## src/rtl/seq_mult_ctrl_if.sv

```systemverilog
// Request/result handshake bundle for seq_mult_ctrl.
// master: requester side (drives operand size, consumes product).
// slave:  the controller.
interface seq_mult_ctrl_if #(
    parameter int unsigned P         = 2,
    parameter int unsigned MAX_WIDTH = 16
);
    localparam int unsigned NMAX = MAX_WIDTH / P;
    localparam int unsigned BSW  = $clog2(NMAX) + 1;

    logic                   in_valid;
    logic                   in_ready;
    logic [BSW-1:0]         bit_size;
    logic                   signed_i;
    logic                   out_valid;
    logic                   out_ready;
    logic [2*MAX_WIDTH-1:0] prod;

    modport master (
        output in_valid, bit_size, signed_i, out_ready,
        input  in_ready, out_valid, prod
    );

    modport slave (
        input  in_valid, bit_size, signed_i, out_ready,
        output in_ready, out_valid, prod
    );
endinterface

```

## src/rtl/seq_mult_ctrl.sv

```systemverilog
// Sequencer and result collector for the digit-serial multiplier datapath.
// Walks the partial-product schedule column by column, drives the datapath
// selects/strobes, and assembles the returned P-bit digits into the product.
// Optional feature: define SEQ_MULT_CTRL_SIGNED_EN to enable Baugh-Wooley
// signed operation (signed_i honoured, correction flags, sign-extended prod).
module seq_mult_ctrl #(
    parameter int unsigned P         = 2,
    parameter int unsigned MAX_WIDTH = 16
) (
    input  logic             clk,
    input  logic             rst_n,
    seq_mult_ctrl_if.slave   bus,
    output logic             start,
    output logic [4*P-1:0]   init_sum,
    output logic [2:0]       mux_sel_a,
    output logic [2:0]       mux_sel_b,
    output logic             count_down,
    output logic             count_last2,
    output logic             last_out,
    output logic             invert_first_bit,
    output logic             invert_second_row,
    output logic             place_one,
    output logic [1:0]       count_shift_input,
    input  logic [P-1:0]     p
);
    localparam int unsigned NMAX = MAX_WIDTH / P;
    localparam int unsigned NW   = $clog2(NMAX) + 1;
    localparam int unsigned PW   = 2 * MAX_WIDTH;

`ifdef SEQ_MULT_CTRL_SIGNED_EN
    localparam bit SignedEn = 1'b1;
`else
    localparam bit SignedEn = 1'b0;
`endif

    typedef logic [NW-1:0] cnt_t;
    typedef logic [2:0]    idx_t;
    typedef enum logic [2:0] {StIdle, StStart, StRun, StLast, StFlush, StDone} state_e;

    state_e        state_q, state_d;
    cnt_t          n_q, n_d;
    logic          sgn_q, sgn_d;
    cnt_t          k_q, k_d;
    idx_t          i_q, i_d;
    cnt_t          dig_q, dig_d;
    logic          cap_q, cap_d;
    logic [PW-1:0] prod_q, prod_d;

    cnt_t n_req, k_nx, last_col;
    idx_t j_cur, i_hi, lo_nx, nm1;
    int unsigned ext_lsb;

    // Zero/oversized requests fall back to the widest operand.
    assign n_req = (bus.bit_size == '0 || bus.bit_size > cnt_t'(NMAX)) ? cnt_t'(NMAX)
                                                                      : bus.bit_size;
    assign j_cur    = idx_t'(k_q) - i_q;
    assign nm1      = idx_t'(n_q - 1'b1);
    assign i_hi     = (k_q < n_q) ? idx_t'(k_q) : nm1;
    assign k_nx     = k_q + 1'b1;
    assign lo_nx    = (k_nx >= n_q) ? idx_t'(k_nx - n_q + 1'b1) : '0;
    assign last_col = cnt_t'({n_q, 1'b0} - 2'd2);
    assign ext_lsb  = 2 * P * 32'(n_q);

    assign bus.in_ready     = (state_q == StIdle);
    assign bus.out_valid    = (state_q == StDone);
    assign bus.prod         = prod_q;
    assign init_sum         = '0;
    assign count_shift_input = '0;

    // Next-state, schedule walk, datapath strobes and digit capture.
    always_comb begin
        state_d           = state_q;
        n_d               = n_q;
        sgn_d             = sgn_q;
        k_d               = k_q;
        i_d               = i_q;
        dig_d             = dig_q;
        prod_d            = prod_q;
        start             = 1'b0;
        mux_sel_a         = '0;
        mux_sel_b         = '0;
        count_down        = 1'b0;
        count_last2       = 1'b0;
        last_out          = 1'b0;
        invert_first_bit  = 1'b0;
        invert_second_row = 1'b0;
        place_one         = 1'b0;

        unique case (state_q)
            StIdle: begin
                if (bus.in_valid) begin
                    n_d     = n_req;
                    sgn_d   = bus.signed_i & SignedEn;
                    prod_d  = '0;
                    dig_d   = '0;
                    state_d = StStart;
                end
            end
            StStart: begin
                start   = 1'b1;
                k_d     = '0;
                i_d     = '0;
                state_d = StRun;
            end
            StRun: begin
                mux_sel_a         = i_q;
                mux_sel_b         = j_cur;
                count_down        = (k_q >= n_q);
                count_last2       = (i_q == i_hi);
                invert_first_bit  = sgn_q && (i_q == nm1) && (j_cur != nm1);
                invert_second_row = sgn_q && (j_cur == nm1) && (i_q != nm1);
                // First pair of column N always has i == 1.
                place_one         = sgn_q && (k_q == n_q) && (i_q == 3'd1);
                if (count_last2) begin
                    if (k_q == last_col) begin
                        state_d = StLast;
                    end else begin
                        k_d = k_nx;
                        i_d = lo_nx;
                    end
                end else begin
                    i_d = i_q + 1'b1;
                end
            end
            StLast: begin
                last_out  = 1'b1;
                // With N=1 there is no column N, so the correction rides on last_out.
                place_one = sgn_q && (n_q == cnt_t'(1));
                state_d   = StFlush;
            end
            StFlush: state_d = StDone;
            StDone: begin
                if (bus.out_ready) state_d = StIdle;
            end
            default: state_d = StIdle;
        endcase

        // The datapath presents a column's digit one cycle after its end strobe.
        cap_d = count_last2 | last_out;
        if (cap_q) begin
            prod_d[dig_q*P +: P] = p;
            dig_d                = dig_q + 1'b1;
        end
        if (state_q == StFlush && sgn_q) begin
            for (int unsigned b = 0; b < PW; b++) begin
                if (b >= ext_lsb) prod_d[b] = p[P-1];
            end
        end
    end

    // State and datapath registers.
    always_ff @(posedge clk or negedge rst_n) begin
        if (!rst_n) begin
            state_q <= StIdle;
            n_q     <= '0;
            sgn_q   <= 1'b0;
            k_q     <= '0;
            i_q     <= '0;
            dig_q   <= '0;
            cap_q   <= 1'b0;
            prod_q  <= '0;
        end else begin
            state_q <= state_d;
            n_q     <= n_d;
            sgn_q   <= sgn_d;
            k_q     <= k_d;
            i_q     <= i_d;
            dig_q   <= dig_d;
            cap_q   <= cap_d;
            prod_q  <= prod_d;
        end
    end
endmodule

```

## src/flat_wrapper.sv

```systemverilog
// flat-port wrapper written by rule: the top's interface ports become plain ports
module seq_mult_ctrl_flat 
#(
    parameter int unsigned P         = 2,
    parameter int unsigned MAX_WIDTH = 16
)
  (clk, rst_n, start, init_sum, mux_sel_a, mux_sel_b, count_down, count_last2, last_out, invert_first_bit, invert_second_row, place_one, count_shift_input, p, bus_in_valid, bus_bit_size, bus_signed_i, bus_out_ready, bus_in_ready, bus_out_valid, bus_prod);
  seq_mult_ctrl_if #(.P(P), .MAX_WIDTH(MAX_WIDTH)) bus_i ();
  input  logic clk;
  input  logic rst_n;
  output logic start;
  output logic [4*P-1:0] init_sum;
  output logic [2:0] mux_sel_a;
  output logic [2:0] mux_sel_b;
  output logic count_down;
  output logic count_last2;
  output logic last_out;
  output logic invert_first_bit;
  output logic invert_second_row;
  output logic place_one;
  output logic [1:0] count_shift_input;
  input  logic [P-1:0] p;
  input wire logic [$bits(bus_i.in_valid)-1:0] bus_in_valid;
  input wire logic [$bits(bus_i.bit_size)-1:0] bus_bit_size;
  input wire logic [$bits(bus_i.signed_i)-1:0] bus_signed_i;
  input wire logic [$bits(bus_i.out_ready)-1:0] bus_out_ready;
  output wire logic [$bits(bus_i.in_ready)-1:0] bus_in_ready;
  output wire logic [$bits(bus_i.out_valid)-1:0] bus_out_valid;
  output wire logic [$bits(bus_i.prod)-1:0] bus_prod;
  assign bus_i.in_valid = bus_in_valid;
  assign bus_i.bit_size = bus_bit_size;
  assign bus_i.signed_i = bus_signed_i;
  assign bus_i.out_ready = bus_out_ready;
  assign bus_in_ready = bus_i.in_ready;
  assign bus_out_valid = bus_i.out_valid;
  assign bus_prod = bus_i.prod;
  seq_mult_ctrl #(.P(P), .MAX_WIDTH(MAX_WIDTH)) u_core (.clk(clk), .rst_n(rst_n), .bus(bus_i), .start(start), .init_sum(init_sum), .mux_sel_a(mux_sel_a), .mux_sel_b(mux_sel_b), .count_down(count_down), .count_last2(count_last2), .last_out(last_out), .invert_first_bit(invert_first_bit), .invert_second_row(invert_second_row), .place_one(place_one), .count_shift_input(count_shift_input), .p(p));
endmodule
```

## config.mk

```make
export PLATFORM = sky130hd
export DESIGN_NAME = seq_mult_ctrl_flat
export DESIGN_NICKNAME = d
export VERILOG_FILES = /design/src/rtl/seq_mult_ctrl_if.sv /design/src/rtl/seq_mult_ctrl.sv /design/src/flat_wrapper.sv
export SDC_FILE = /design/constraint.sdc
export NUM_CORES = 1
export LEC_CHECK = 0
export ABC_AREA = 1
export CAP_MARGIN = 20
export CORE_MARGIN = 2
export CORE_UTILIZATION = 51
export CTS_CLUSTER_DIAMETER = 120
export DETAILED_ROUTE_END_ITERATION = 16
export PLACE_DENSITY = 0.84
export SLEW_MARGIN = 5
export SYNTH_ARGS = -nofsm -noshare
export SYNTH_HDL_FRONTEND = slang
export SYNTH_SLANG_ARGS = --single-unit
```

## constraint.sdc

```tcl
create_clock -name clk -period 2.36 [get_ports clk]
set_clock_uncertainty 0.2 [all_clocks]
set_input_delay 0.472 -clock clk [delete_from_list [all_inputs] [get_ports clk]]
set_output_delay 0.472 -clock clk [all_outputs]
set_load 0.01 [all_outputs]
```

==> results.py, run 1 <==
metrics = {
    "critical_path": {
        "r2r-start": "u_core.n_q[1]",
        "critical_path.endpoint_type": "output pin",
        "path_buf_inv": 5,
        "cpMaxStageDelayCell": "dfrtp_1",
        "crit_type": "register to output pin",
        "required_ns": 1.69,
        "cpLargestDelayFamily": "buffers and inverters",
        "critPathMaxFanout": 3,
        "cp-startpoint": "u_core.n_q[1]",
        "path_cells": "inv_2 > buf_4 > ha_4 > xnor2_4 > inv_1 > nand2_4 > nand3_2 > nand2_2 > nor2_4 > nand3_2 > inv_2 > buf_6",
        "max_stage_delay_ns": 0.38,
        "critical_path.startpoint_type": "register",
        "critical_path_arrival_ns": 1.98,
    },
    "sta": {
        "final_min_period_over_clock_period": 1.12,
        "worst_hold_slack_ns": 0.325,
        "max_freq_mhz": 377,
        "rsz0062_at_grt": "true",
        "timing_max_transition_violations_final": 0,
        "hold_viol": 0,
        "worst-slew-pin-transition_ns": 0.899,
        "finalSetupViolCount": 12,
        "timing.slew.headroom": 0.400,
        "period_needed_ns": 2.65,
        "finalWorstSetupSlack_ns": -0.292,
    },
    "drt": {
        "avgRoutedWirePerCell_um": 16.9,
        "num_vias": 3334,
        "postRouteWirelength_um": 9900,
        "drc": 0,
        "via_density_per_instance": 5.68,
        "number_of_nets_still_failing_antenna_checks_after_routing": 0,
        "drtPass1Iterations": 5,
        "initialDrtViolationCount": 367,
    },
    "global_routing": {
        "antenna_violations_before_repair": 0,
        "grt.total_usage": 0.267,
        "grt_pass1_vias": 3101,
        "maximum_number_of_pins_on_one_net_before_global_route_repair": 33,
        "grt.overflow.total": 0,
        "grt_pass1_wl_um": 13800,
    },
    "synth": {
        "syn_area_mm2": 0.00316,
        "synthFlopType": "dfrtp_1",
        "synth_seq_area_share": 0.403,
        "syn_inst": 396,
        "synthDistinctLibCells": 37,
        "synth.avg_cell_area_um2": 7.99,
        "synth_edf_count": 0,
        "synth-seq-cells": 51,
        "synth.most_common_cell": "nand3_1",
        "synth-async-reset-ratio": 1.00,
        "synth_top_area_share": 0.403,
        "synth_largest_area_cell": "dfrtp_1",
        "synth.top_cells.by_area": "dfrtp_1, nand3_1, ha_1",
        "synth-warning-count": 0,
        "synth_top_cells_by_count": "nand3_1, nand2_1, dfrtp_1",
    },
    "finish": {
        "finish.net_count": 542,
        "area.growth.synth_to_final_pct": 44.9,
        "stdcell_area_mm2": 0.00458,
        "antennaDiodeCount": 0,
        "drive_gt1_frac": 0.287,
    },
    "placed_design": {
        "dp_hpwl_um": 6030,
        "portBuffers": 53,
        "globalplace.congestion": 0.902,
        "place_area_mm2": 0.00394,
    },
    "clocking": {
        "cts_tree": "yes",
        "worst_skew_pair.late_latency_ns": 0.31,
        "clk_path_buf_depth": 2,
        "clock_sinks": 51,
        "tritoncts.num_buffers": 5,
        "clk_pin_slew_ns": 0.10,
        "cts_root_cell": "clkbuf_8",
        "ctsHtreeMaxLevel": 2,
    },
    "floorplanning": {
        "die_x_um": 82.8,
        "pin_count": 68,
        "core_area_mm2": 0.00596,
        "chip_height_um": 82.8,
        "rows": 28,
        "floorplan.initialDensity": 0.531,
        "dieArea_mm2": 0.00685,
    },
    "pwr": {
        "share_clk_of_total_power": 0.097,
        "ir_drop_mv": 0.935,
        "sequentialPowerShare": 0.202,
        "switching_power_mw": 2.62,
        "p_sw_frac": 0.487,
        "total_leakage_power_nw": 2.21,
        "power.share.combinational": 0.702,
        "p_int_mw": 2.75,
        "pwr_density_cell_mw_per_mm2": 1170,
    },
    "min_path": {
        "hp-start": "u_core.bus.prod[4]",
        "worst_hold_path_type": "register to register",
    },
    "status": {
        "violations": "setup timing",
        "outcome": "finished with violations",
    },
    "flow_run": {
        "timing.max_cap.violations": 0,
    },
}
[registers in the layout, indices dropped and copies added, names as in the netlist]
register         count
u_core.k_q           4
u_core.dig_q         4
u_core.cap_q         1
u_core.bus.prod     32
u_core.i_q           3
u_core.state_q       3
u_core.n_q           4
[metrics by stage]
stage | power (mW) | instances | setup WS (ns) | TNS (ns) | utilization
2_1_floorplan | 2.72 | 408 | 0.0620 | 0 | -
3_3_place_gp | 3.47 | 546 | -0.449 | -0.932 | 0.662
3_5_place_dp | 3.57 | 546 | -0.574 | -1.35 | 0.662
4_1_cts | 4.56 | 574 | -0.249 | -0.795 | 0.724
5_1_grt | 5.69 | 587 | -0.394 | -3.14 | 0.770
6_report | 5.37 | 587 | -0.292 | -1.86 | 0.770
[path summary, 6_finish.rpt]
check | end | slack [ns] | cells after the start
min in group asynchronous | u_core.bus.prod[1] | 0.48 | 2
max in group asynchronous | u_core.state_q[2] | 0.92 | 3
min | u_core.bus.prod[4] | 0.33 | 2
max reg2reg | u_core.i_q[0] | -0.29 | 18
max | count_last2 | -0.29 | 12
min reg2reg | u_core.bus.prod[4] | 0.33 | 2
[cells by family (layout without fill, tap and decap cells)]
logic type | Yosys count | count (layout) | synth area share
compound gates | 58 | 58 | 0.101
xor+xnor | 8 | 8 | 0.0245
fa+ha+maj | 20 | 20 | 0.0815
buf+inv | 73 | 177 | 0.103
flops | 51 | 51 | 0.403
other cells | 1 | 13 | 0.00119
simple gates | 185 | 185 | 0.285
[layout by cell type, fill, tap and decap left out, drive strengths merged, types with 6 or more instances in the layout]
cell / n
inv: 52
clkdlybuf4s50: 40
nand2: 68
buf: 67
ha: 19
nand3: 72
o21ai: 41
nor3: 13
a21oi: 6
conb: 13
nor2: 18
dfrtp: 51
nand4: 10
[power groups by stage]
stage          logic, mW  registers (mW)  clock network (mW)
2_1_floorplan       1.62            1.10                   0
3_3_place_gp        2.39            1.09                   0
3_5_place_dp        2.47            1.10                   0
4_1_cts             2.97            1.07               0.512
5_1_grt             4.04            1.09               0.552
6_report            3.77            1.08               0.518
[cell type report]
cell class / count / area, µm²
clock buffer: 5 / 68.8
clock inverter: 3 / 20.0
fill: 414 / 1370
inverter: 53 / 205
multi-input combinational: 284 / 1890
sequential: 51 / 1280
tap: 75 / 93.8
timing repair buffer: 116 / 1030
[what timing repair did]
action                                  CTS  global route
endpoints found under the setup margin   12            19
pin swaps                                11            14
hold endpoints to repair                 22             0
buffers inserted                         19            13
gates resized for setup                  57            41
hold buffers                              1             0
[routing by layer]
layer	vias to the layer above	GRT usage	share of wire
met4	0	0.120	0.050
li1	1550	-	-
met3	47	0.0422	0.050
met2	168	0.498	0.52
met1	1569	0.299	0.38
met5	-	0	0
[worst min-delay path, stage by stage, from the launching register on]
cell	delay, ns
dfrtp_1	0.36
nand3_1	0.07
o21ai_1	0.07
No activity file was read; power rests on OpenSTA's default activity.
==> run 2, diff against run 1 <==
--- a/config.mk
+++ b/config.mk
@@ -12,6 +12,7 @@
 export CTS_CLUSTER_DIAMETER = 120
 export DETAILED_ROUTE_END_ITERATION = 16
 export PLACE_DENSITY = 0.84
+export SETUP_SLACK_MARGIN = 0.05
 export SLEW_MARGIN = 5
 export SYNTH_ARGS = -nofsm -noshare
 export SYNTH_HDL_FRONTEND = slang
==> results.py, run 2 (same netlist as run 1, synthesis figures left out) <==
metrics = {
    "floorplanning": {
        "chip_height_um": 82.8,
        "dieArea_mm2": 0.00685,
        "core_area_mm2": 0.00596,
        "pin_count": 68,
        "die_x_um": 82.8,
        "floorplan.initialDensity": 0.531,
        "rows": 28,
    },
    "finish": {
        "antennaDiodeCount": 0,
        "n_fill_cell": 410,
        "final_cell_count_no_fill": 596,
        "finish.net_count": 551,
        "layout.cells.most_common_list": "buf_4, nand3_1, nand2_1, dfrtp_1, clkdlybuf4s50_1",
        "mostFrequentLayoutCell": "buf_4",
        "area.growth.synth_to_final_pct": 47.4,
        "final_util": 0.783,
        "area_of_the_multi_input_gates_mm2": 0.00191,
        "drive_gt1_frac": 0.319,
        "stdcell_area_mm2": 0.00466,
        "largest_register_ffs": 32,
        "ff_latch_area_mm2": 0.00128,
    },
    "sta": {
        "timing_max_transition_violations_final": 0,
        "max_freq_mhz": 367,
        "worst-slew-pin-transition_ns": 0.894,
        "finalSetupTns_ns": -1.85,
        "final_min_period_over_clock_period": 1.16,
        "period_needed_ns": 2.73,
        "hold_viol": 0,
        "finalWorstSetupSlack_ns": -0.368,
        "timing.slew.headroom": 0.403,
        "rsz0062_at_grt": "true",
        "finalSetupViolCount": 11,
    },
    "pwr": {
        "switching_power_mw": 2.76,
        "p_sw_frac": 0.486,
        "pwr_density_cell_mw_per_mm2": 1220,
        "ir_drop_mv": 1.07,
        "p_int_mw": 2.92,
        "share_clk_of_total_power": 0.092,
        "power.share.combinational": 0.716,
        "total_leakage_power_nw": 2.23,
        "sequentialPowerShare": 0.192,
    },
    "clocking": {
        "cts_tree": "yes",
        "cts_root_cell": "clkbuf_8",
        "worst_skew_pair.late_latency_ns": 0.31,
        "clock_sinks": 51,
        "ctsHtreeMaxLevel": 2,
        "clk_path_buf_depth": 2,
        "clk_pin_slew_ns": 0.10,
        "tritoncts.num_buffers": 5,
    },
    "critical_path": {
        "capture_point_of_the_worst_reg_to_reg_path": "u_core.i_q[2]",
        "crit_type": "register to output pin",
        "critical_path_arrival_ns": 2.06,
        "cpMostUsedCell": "nand3_2",
        "critPathMaxFanout": 6,
        "path_cells": "inv_1 > ha_1 > nand2_2 > inv_2 > nand2_4 > nand3_2 > nand3_2 > nand2_2 > nor2_4 > nand3_2 > inv_2 > buf_6",
        "required_ns": 1.69,
        "max_stage_delay_ns": 0.40,
        "critical_path.endpoint_type": "output pin",
        "r2r-start": "u_core.n_q[2]",
        "ff2ff_path_depth": 18,
        "worst-r2r-setup-slack_ns": -0.35,
        "cpMaxStageDelayCell": "dfrtp_1",
        "critical_path.startpoint_type": "register",
    },
    "min_path": {
        "hold_depth": 2,
        "hold-path-endpoint": "u_core.bus.prod[4]",
        "worst_hold_path_type": "register to register",
        "hp-start": "u_core.bus.prod[4]",
    },
    "placed_design": {
        "globalplace.congestion": 0.902,
        "portBuffers": 53,
        "dp_hpwl_um": 6030,
        "dp.cells": 546,
        "place_area_mm2": 0.00394,
    },
    "global_routing": {
        "grt.total_usage": 0.273,
        "antenna_violations_before_repair": 0,
        "grt_pass1_wl_um": 14000,
        "maximum_number_of_pins_on_one_net_before_global_route_repair": 33,
        "grt_pass1_vias": 3085,
        "grt.overflow.total": 0,
    },
    "status": {
        "violations": "setup timing",
        "outcome": "finished with violations",
    },
    "flow_run": {
        "timing.max_cap.violations": 0,
    },
    "drt": {
        "postRouteWirelength_um": 10500,
        "number_of_nets_still_failing_antenna_checks_after_routing": 0,
        "drc": 0,
        "drtPass1Iterations": 5,
        "num_vias": 3450,
        "via_density_per_instance": 5.79,
        "initialDrtViolationCount": 388,
        "avgRoutedWirePerCell_um": 17.5,
    },
}
run 2: how the worst max path moves through the flow:
stage | startpoint | to | cells past startpoint
floorplan | u_core.k_q[1] | count_last2 | 11
global placement | u_core.n_q[3] | count_last2 | 10
detailed placement | u_core.n_q[3] | count_last2 | 10
CTS | u_core.n_q[3] | count_last2 | 10
global route | u_core.n_q[0] | count_last2 | 14
finish | u_core.n_q[2] | count_last2 | 12
run 2: through the flow:
| stage | power [mW] | hold WS (ns) | setup WS (ns) |
|---|---|---|---|
| floorplan | 2.72 | -0.0236 | 0.0620 |
| global placement | 3.47 | 0.277 | -0.449 |
| detailed placement | 3.57 | 0.288 | -0.574 |
| CTS | 4.52 | 0.326 | -0.249 |
| global route | 6.04 | 0.340 | -0.506 |
| finish | 5.68 | 0.326 | -0.368 |
run 2: power groups by stage:
stage	Clock [mW]	Combinational, mW	Sequential (mW)
after detailed placement	0	2.47	1.10
after global routing	0.554	4.38	1.10
after floorplan	0	1.62	1.10
final	0.522	4.07	1.09
after global placement	0	2.39	1.09
after CTS	0.512	2.94	1.07
run 2: what timing repair did:
item,4_1_cts,5_1_grt
hold buffers,1,0
endpoints found under the hold margin,22,0
setup endpoints to repair,16,25
resized for setup,59,56
buffers inserted,19,23
pin swaps,12,17
run 2: per-layer routing:
| layer | GRT usage | wire (µm) |
|---|---|---|
| met1 | 0.299 | 3790 |
| met2 | 0.512 | 5440 |
| met3 | 0.0433 | 709 |
| met4 | 0.123 | 506 |
| met5 | 0 | 0 |
run 2: worst max-delay path, delay by kind of cell, from the launching register on:
family | cells | cell delay [ns]
simple gates | 7 | 0.80
flops | 1 | 0.40
buf+inv | 4 | 0.30
fa+ha+maj | 1 | 0.24
run 2: cell type report:
cell class	count	share of cell area
clock inverter	3	0.00429
inverter	53	0.0445
sequential	51	0.274
clock buffer	5	0.0148
multi-input combinational	284	0.410
tap	75	0.0201
timing repair buffer	125	0.233
==> run 3, diff against run 2 <==
--- a/config.mk
+++ b/config.mk
@@ -5,7 +5,6 @@
 export SDC_FILE = /design/constraint.sdc
 export NUM_CORES = 1
 export LEC_CHECK = 0
-export ABC_AREA = 1
 export CAP_MARGIN = 20
 export CORE_MARGIN = 2
 export CORE_UTILIZATION = 51
==> results.py, run 3 <==
metrics = {
    "clocking": {
        "tritoncts.num_buffers": 5,
        "ctsHtreeMaxLevel": 2,
        "worst_skew_pair.late_latency_ns": 0.32,
        "cts_tree": "yes",
        "cts_root_cell": "clkbuf_8",
        "clock_sinks": 51,
        "clk_path_buf_depth": 2,
        "clk_pin_slew_ns": 0.10,
    },
    "critical_path": {
        "critPathMaxFanout": 2,
        "critical_path_arrival_ns": 2.46,
        "cpLargestDelayFamily": "simple AND/OR/NAND/NOR gates",
        "cpMostUsedCell": "inv_2",
        "path_cells": "inv_2 > ha_4 > nor2b_4 > o211a_4 > or4_4 > nand3_4 > o2111a_2 > nand2_2 > inv_2 > buf_6",
        "path_buf_inv": 3,
        "critical_path.endpoint_type": "output pin",
        "max_stage_delay_ns": 0.44,
        "required_ns": 1.69,
        "cpMaxStageDelayCell": "dfrtp_1",
        "critical_path.startpoint_type": "register",
        "crit_type": "register to output pin",
    },
    "finish": {
        "largest_register_ffs": 32,
        "ff_latch_area_mm2": 0.00128,
        "layout.cells.most_common_list": "buf_4, dfrtp_1, nand2_1",
        "area_of_the_multi_input_gates_mm2": 0.00193,
        "area.growth.synth_to_final_pct": 46.4,
        "n_fill_cell": 351,
        "drive_gt1_frac": 0.299,
        "mostFrequentLayoutCell": "buf_4",
        "stdcell_area_mm2": 0.00459,
        "antennaDiodeCount": 0,
        "finish.net_count": 502,
    },
    "status": {
        "outcome": "finished with violations",
        "violations": "setup timing",
    },
    "sta": {
        "period_needed_ns": 3.13,
        "finalWorstSetupSlack_ns": -0.771,
        "hold_viol": 0,
        "worst_hold_slack_ns": 0.317,
        "max_freq_mhz": 319,
        "rsz0062_at_grt": "true",
        "timing_max_transition_violations_final": 0,
        "finalSetupViolCount": 13,
        "final_min_period_over_clock_period": 1.33,
    },
    "drt": {
        "postRouteWirelength_um": 10400,
        "drtPass1Iterations": 6,
        "initialDrtViolationCount": 381,
        "drc": 0,
        "avgRoutedWirePerCell_um": 19.0,
        "num_vias": 3243,
        "number_of_nets_still_failing_antenna_checks_after_routing": 0,
        "via_density_per_instance": 5.93,
    },
    "synth": {
        "synth_top_cells_by_count": "dfrtp_1, nand2_1, nand3_1",
        "synth_largest_area_cell": "dfrtp_1",
        "synth_seq_area_share": 0.407,
        "synth.avg_cell_area_um2": 9.03,
        "synth_edf_count": 0,
        "synth_top_area_share": 0.407,
        "synth-async-reset-ratio": 1.00,
        "synth-seq-cells": 51,
        "synth-warning-count": 0,
        "synthDistinctLibCells": 47,
        "synthFlopType": "dfrtp_1",
        "syn_area_mm2": 0.00313,
        "syn_inst": 347,
        "synth.top_cells.by_area": "dfrtp_1, ha_1, nand2_1",
        "synth.most_common_cell": "dfrtp_1",
    },
    "flow_run": {
        "timing.max_cap.violations": 0,
    },
    "global_routing": {
        "maximum_number_of_pins_on_one_net_before_global_route_repair": 27,
        "grt_pass1_vias": 3105,
        "grt.total_usage": 0.285,
        "grt.overflow.total": 0,
        "grt_pass1_wl_um": 14500,
        "antenna_violations_before_repair": 0,
    },
    "min_path": {
        "worst_hold_path_type": "register to register",
    },
    "placed_design": {
        "dpl_worst_slack_ns": -0.798,
        "globalplace.congestion": 0.977,
        "place_area_mm2": 0.00412,
        "portBuffers": 53,
        "dp_hpwl_um": 6310,
    },
    "pwr": {
        "power.share.combinational": 0.691,
        "switching_power_mw": 2.37,
        "share_clk_of_total_power": 0.103,
        "design_power_total_mw": 5.38,
        "total_leakage_power_nw": 2.10,
        "pwr_density_cell_mw_per_mm2": 1170,
        "sequentialPowerShare": 0.206,
        "p_sw_frac": 0.441,
        "ir_drop_mv": 0.857,
        "p_int_mw": 3.01,
    },
    "floorplanning": {
        "floorplan.initialDensity": 0.529,
        "die_x_um": 82.4,
        "chip_height_um": 82.4,
        "pin_count": 68,
        "dieArea_mm2": 0.00679,
        "core_area_mm2": 0.00592,
        "rows": 28,
    },
}
==> run 3: path summary, 6_finish.rpt <==
path / slack, ns / end / cells past startpoint / start
worst max-delay path: -0.77 / count_last2 / 10 / u_core.n_q[1]
worst min-delay path: 0.32 / u_core.bus.prod[7] / 2 / u_core.bus.prod[7]
worst max register to register: -0.43 / u_core.i_q[1] / 12 / u_core.n_q[1]
worst min register to register: 0.32 / u_core.bus.prod[7] / 2 / u_core.bus.prod[7]
max in group asynchronous: 0.99 / u_core.bus.prod[5] / 3 / rst_n
min in group asynchronous: 0.34 / u_core.i_q[1] / 2 / rst_n
==> run 3: repair_timing <==
item | in CTS | in global routing
hold buffers | 1 | 0
endpoints found under the setup margin | 20 | 37
buffers inserted | 10 | 10
resized for setup | 65 | 20
pin swaps | 14 | 8
hold endpoints to repair | 10 | 0
==> run 3: kinds of logic (layout without fill, tap and decap cells) <==
family                   count (synthesis)  count (layout)  share of synthesized area
buffers and inverters                   41             154                     0.0735
adder cells (fa/ha/maj)                 20              20                     0.0823
flip-flops                              51              51                      0.407
other                                    1              13                    0.00120
AO/OA/AOI/OAI                           71              71                      0.148
XOR/XNOR                                10              10                     0.0280
AND/OR/NAND/NOR                        143             143                      0.227
multiplexers                            10              10                     0.0323
==> run 3: area by class of cell <==
type | count | share of cell area
clock buffer | 6 | 0.0180
clock inverter | 2 | 0.00355
inverter | 17 | 0.0145
multi-input combinational | 267 | 0.420
sequential | 51 | 0.279
tap | 75 | 0.0205
timing repair buffer | 129 | 0.245
==> run 3: metal layers <==
layer / global-route usage / wire length (µm) / vias to the layer above
met4: 0.125 / 533 / 0
met5: 0 / 0 / -
met1: 0.353 / 3890 / 1540
met2: 0.484 / 5110 / 217
li1: - / - / 1435
met3: 0.0533 / 883 / 51
==> run 3: power groups by stage <==
| stage | combinational [mW] | clock (mW) | sequential [mW] |
|---|---|---|---|
| after floorplan | 1.60 | 0 | 1.12 |
| after global placement | 2.67 | 0 | 1.10 |
| after detailed placement | 2.77 | 0 | 1.10 |
| after CTS | 3.18 | 0.556 | 1.09 |
| after global routing | 3.92 | 0.595 | 1.12 |
| final | 3.72 | 0.556 | 1.11 |
==> run 3: worst min-delay path, stage by stage, from the launching register on <==
cell,delay [ns]
dfrtp_1,0.36
nand3_1,0.06
o21ai_0,0.07
==> run 3: stage by stage <==
stage	util	setup TNS [ns]	cells
after global routing	0.775	-4.42	547
after floorplan	-	-0.667	359
final	0.775	-4.07	547
after global placement	0.695	-2.26	524
after detailed placement	0.695	-3.40	524
after CTS	0.753	-2.38	541
